[config.mk]
export PLATFORM = sky130hd
export DESIGN_NAME = bf_stage_ctrl
export DESIGN_NICKNAME = d
export VERILOG_FILES = /design/src/rtl/bf_stage_ctrl.sv
export SDC_FILE = /design/constraint.sdc
export NUM_CORES = 1
export LEC_CHECK = 0
export CELL_PAD_IN_SITES_DETAIL_PLACEMENT = 1
export CELL_PAD_IN_SITES_GLOBAL_PLACEMENT = 2
export CORE_MARGIN = 4
export CORE_UTILIZATION = 27
export CTS_CLUSTER_DIAMETER = 150
export DETAILED_ROUTE_END_ITERATION = 10
export PLACE_DENSITY = 0.85
export SLEW_MARGIN = 10
export SYNTH_ARGS = -nofsm -noshare
export SYNTH_HDL_FRONTEND = slang
export SYNTH_SLANG_ARGS = --single-unit
[constraint.sdc]
create_clock -name clk -period 2.6 [get_ports clk]
set_input_delay 0.65 -clock clk [delete_from_list [all_inputs] [get_ports clk]]
set_output_delay 0.65 -clock clk [all_outputs]
set_load 0.01 [all_outputs]
[src/rtl/bf_stage_ctrl.sv]
// Sequencer for one radix-2 single-delay-feedback FFT butterfly stage:
// drives the block delay-buffer strobes, ALU enable, output path select and twiddle index.
module bf_stage_ctrl #(
    parameter int DEPTH = 16,
    parameter int CW    = $clog2(DEPTH + 1),
    parameter int TW    = $clog2(DEPTH)
) (
    input  logic          clk,
    input  logic          rstn,
    input  logic          enable,
    input  logic          clear,
    input  logic          in_valid,
    output logic          in_ready,
    output logic          buf_write,
    output logic          buf_read,
    output logic          alu_en,
    output logic          out_sel,
    output logic          out_valid,
    output logic [TW-1:0] tw_idx,
    output logic          frame_done,
    output logic          busy,
    output logic [CW-1:0] occ
);

    typedef enum logic [2:0] {
        S_IDLE,
        S_FILL,
        S_BFLY_RD,
        S_BFLY_WR,
        S_DRAIN,
        S_FLUSH
    } state_e;

    localparam logic [TW-1:0] K_LAST   = TW'(DEPTH - 1);
    localparam logic [CW-1:0] OCC_FULL = CW'(DEPTH);

    state_e        state_q, state_d;
    logic [TW-1:0] k_q, k_d;
    logic [CW-1:0] occ_q, occ_d;
    logic          drain_vld_q, drain_vld_d;

    always_comb begin
        // NOTE: every signal written here gets a default first, so no latch is inferred.
        in_ready    = 1'b0;
        buf_write   = 1'b0;
        buf_read    = 1'b0;
        alu_en      = 1'b0;
        out_sel     = 1'b0;
        out_valid   = 1'b0;
        tw_idx      = '0;
        frame_done  = 1'b0;
        state_d     = state_q;
        k_d         = k_q;
        drain_vld_d = 1'b0;

        unique case (state_q)
            S_IDLE: begin
                if (enable) state_d = S_FILL;
            end
            S_FILL: begin
                in_ready  = 1'b1;
                buf_write = in_valid;
                if (in_valid) begin
                    k_d = k_q + TW'(1);
                    if (k_q == K_LAST) state_d = S_BFLY_RD;
                end
            end
            S_BFLY_RD: begin
                if (in_valid) begin
                    buf_read = 1'b1;
                    state_d  = S_BFLY_WR;
                end
            end
            S_BFLY_WR: begin
                in_ready  = 1'b1;
                buf_write = 1'b1;
                alu_en    = 1'b1;
                out_valid = 1'b1;
                tw_idx    = k_q;
                k_d       = k_q + TW'(1);
                state_d   = (k_q == K_LAST) ? S_DRAIN : S_BFLY_RD;
            end
            S_DRAIN: begin
                buf_read    = 1'b1;
                drain_vld_d = 1'b1;
                k_d         = k_q + TW'(1);
                if (k_q == K_LAST) state_d = S_FILL;
            end
            S_FLUSH: begin
                k_d      = '0;
                buf_read = (occ_q != '0);
                if (occ_q == '0) state_d = S_IDLE;
            end
            default: state_d = S_IDLE;
        endcase

        // k has already advanced past the drained block, so the read index is k-1;
        // it wraps to DEPTH-1 on the last output, which is also the frame end.
        if (drain_vld_q) begin
            out_valid  = 1'b1;
            out_sel    = 1'b1;
            tw_idx     = k_q - TW'(1);
            frame_done = (k_q == '0);
        end

        if (clear && state_q != S_IDLE && state_q != S_FLUSH) begin
            state_d     = S_FLUSH;
            k_d         = '0;
            drain_vld_d = 1'b0;
        end

        occ_d = occ_q;
        if (buf_write)     occ_d = occ_q + CW'(1);
        else if (buf_read) occ_d = occ_q - CW'(1);
    end

    always_ff @(posedge clk or negedge rstn) begin
        if (!rstn) begin
            state_q     <= S_IDLE;
            k_q         <= '0;
            occ_q       <= '0;
            drain_vld_q <= 1'b0;
        end else begin
            // NOTE: non-blocking assignments keep every flop updating from pre-edge values.
            state_q     <= state_d;
            k_q         <= k_d;
            occ_q       <= occ_d;
            drain_vld_q <= drain_vld_d;
        end
    end

    assign busy = (state_q != S_IDLE);
    assign occ  = occ_q;

    a_no_wr_rd_overlap : assert property (@(posedge clk) disable iff (!rstn) !(buf_write && buf_read));
    a_no_overflow      : assert property (@(posedge clk) disable iff (!rstn) !(buf_write && occ_q == OCC_FULL));
    a_no_underflow     : assert property (@(posedge clk) disable iff (!rstn) !(buf_read && occ_q == '0));

endmodule

==> results.ini <==
[synthesis]
yosysUniqueCellTypes = 41
synthCells = 126
async_flop_share_pct = 100
synth-main-ff-cell = dfrtp_1
synth_fp_nets = 139
ys_seq_elements = 13
syn_avg_cell_area_um2 = 8.54
synth_area_um2 = 1080
ys.warnings.count = 0
synth-seq-area-share_pct = 30.2
synth_edf_count = 0

[timing]
clock-skew-final_ps = 2.33
finalCriticalPeriod_ps = 2460
fin_crit_sh_pct = 94.7
hold_viol_final = 0
worst-slew-pin-transition_ps = 629
rsz0062_at_grt = false
fmax_mhz = 406
slew_headroom_pct = 57.9
slew_violations = 0
setup_tns_ps = 0
hold_ws_ps = 507
setup-violations-final = 0
setup_slack_ps = 137

[global_routing]
grt_pass1_vias = 1125
grt_usage_pct = 13.2
met1_usage_pct = 15.5
grt_overflow = 0
grt_use_met2_pct = 23.3
grt-busiest-layer = met2
grt_first_pass_wirelength_um = 5350
grt_max_degree = 16
antenna_found_initial = 0
met3_usage_pct = 2.84

[drt]
num_vias = 1047
routed_wl_um = 3060
ant_nets = 0
drcViolationCount = 0
drt_iter0_drc = 17
wl_per_cell_um = 15.1
via_per_inst = 5.18
drtPass1Iterations = 4

[place]
gp_congestion = 0.753
dpl.hpwl_um = 2460
dp_cells = 198
io_buffers = 21
post-place-ws_ps = -389
dpl_cell_area_um2 = 1400

[finish]
final_common_cell = clkdlybuf4s50_1
fin_nets = 168
fillers = 464
areaGrowthSynthToFinish_pct = 34.9
layout-drive-gt1-share_pct = 18.2
final_cell_mix = clkdlybuf4s50_1 (15), dfrtp_1 (12), nand2_1 (11), buf_4 (11), a21oi_1 (8)
stdcell_count = 202
final_util_pct = 38.8
final_area_um2 = 1450
diodes = 0
ff_latch_area_um2 = 327
multi_input_area_um2 = 693

[clocking]
cts_root_buffer = clkbuf_8
hold_buffers = 0
cts.sinks = 13
clockBufferDepth = 2
htreeDepth = 1
cts_buffers = 3
cts_tree = built
insertion_delay_ps = 240
clk_pin_slew_ps = 60

[die]
die_w_um = 71.1
core_um2 = 3740
fp-row-count = 22
chipHeight_um = 71.1
dieArea_um2 = 5060
io_pins = 22
initial_core_util_pct = 28.7

[worst_setup_path]
start_kind = input port
crit_family = buffers and inverters
critPathBufInv = 4
required_ps = 1950
r2r_cells = 9
cpMaxStageDelayCell = clkdlybuf4s50_1
path_max_fanout = 6
reg2reg_slack_ps = 440
cp-end-kind = output port
rr_endpoint = occ[4]$_DFFE_PN0P_
max_stage_delay_ps = 460
r2r-start = state_q[2]$_DFFE_PN0P_
crit_arrival_ps = 1810
crit_type = input port to output port
path_cells = dlygate4sd2_1 -> o21ai_2 -> inv_1 -> buf_4 -> clkdlybuf4s50_1

[worst_hold_path]
hp-class = flop to flop
worstHoldPathCells = 1
hp-start = occ[4]$_DFFE_PN0P_
min_delay_worst_endpoint = occ[4]$_DFFE_PN0P_

[power]
irDropWorstVdd_mv = 0.437
p_per_area_nw_per_um2 = 1090
p_leak_nw = 0.633
total_power_mw = 1.58

[flow_run]
maxCapViolations = 0

[status]
outcome = finished clean

## metal layers
layer	routed length, µm	part of all wire [%]
met1	1330	44
met2	1550	51
met3	126	4.1
met4	46	1.5
met5	0	0
## sequential cells by signal, indices dropped and copies added, names as in the netlist
| signal | cells |
|---|---|
| occ | 5 |
| k_q | 4 |
| state_q | 3 |
| drain_vld_q | 1 |
## cell families after synthesis
family,share of synthesized area (%)
XOR/XNOR,4.07
buffers and inverters,6.16
AND/OR/NAND/NOR,23.8
adder cells (fa/ha/maj),10.0
multiplexers,7.56
flip-flops,30.2
AO/OA/AOI/OAI,18.1
## worst max-delay path by stage
stage                                    end              startpoint  slack (ps)  cells after the start
final                              buf_write                in_valid         140                      5
after global routing               buf_write                in_valid          60                      5
after CTS                          tw_idx[0]  state_q[2]$_DFFE_PN0P_           3                      7
after detailed placement  occ[4]$_DFFE_PN0P_                in_valid        -390                      8
after global placement              buf_read                in_valid        -250                      5
after floorplan           occ[4]$_DFFE_PN0P_                in_valid          20                      7
## synthesized netlist by cell type (all sizes together) (4+ instances only)
library cell / n / area [µm²]
nor2: 6 / 25.0
a21oi: 8 / 40.0
nor3: 4 / 31.3
ha: 7 / 87.6
nand3: 4 / 20.0
clkbuf: 6 / 22.5
inv: 9 / 33.8
nand4: 6 / 37.5
o21ai: 9 / 45.0
dfrtp: 13 / 325
mux2i: 4 / 40.0
nand2: 11 / 41.3
## report_power, final
| part | leakage, nW | internal, mW | switching [mW] |
|---|---|---|---|
| clock | 0.0228 | 0.108 | 0.0745 |
| combinational | 0.452 | 0.543 | 0.507 |
| sequential | 0.159 | 0.279 | 0.0682 |
| total | 0.633 | 0.930 | 0.650 |
## layout make-up
| cell class | count | area share, % |
|---|---|---|
| timing repair buffer | 32 | 20.2 |
| sequential | 13 | 22.5 |
| tap | 48 | 4.14 |
| multi-input combinational | 96 | 47.8 |
| clock buffer | 4 | 3.10 |
| inverter | 9 | 2.33 |
## what timing repair did
action / CTS / global route
cloned: 0 / 0
pin swaps: 0 / 0
resized for setup: 6 / 6
setup buffers: 0 / 0
setup endpoints to repair: 7 / 4
(Power assumes the default switching activity.)
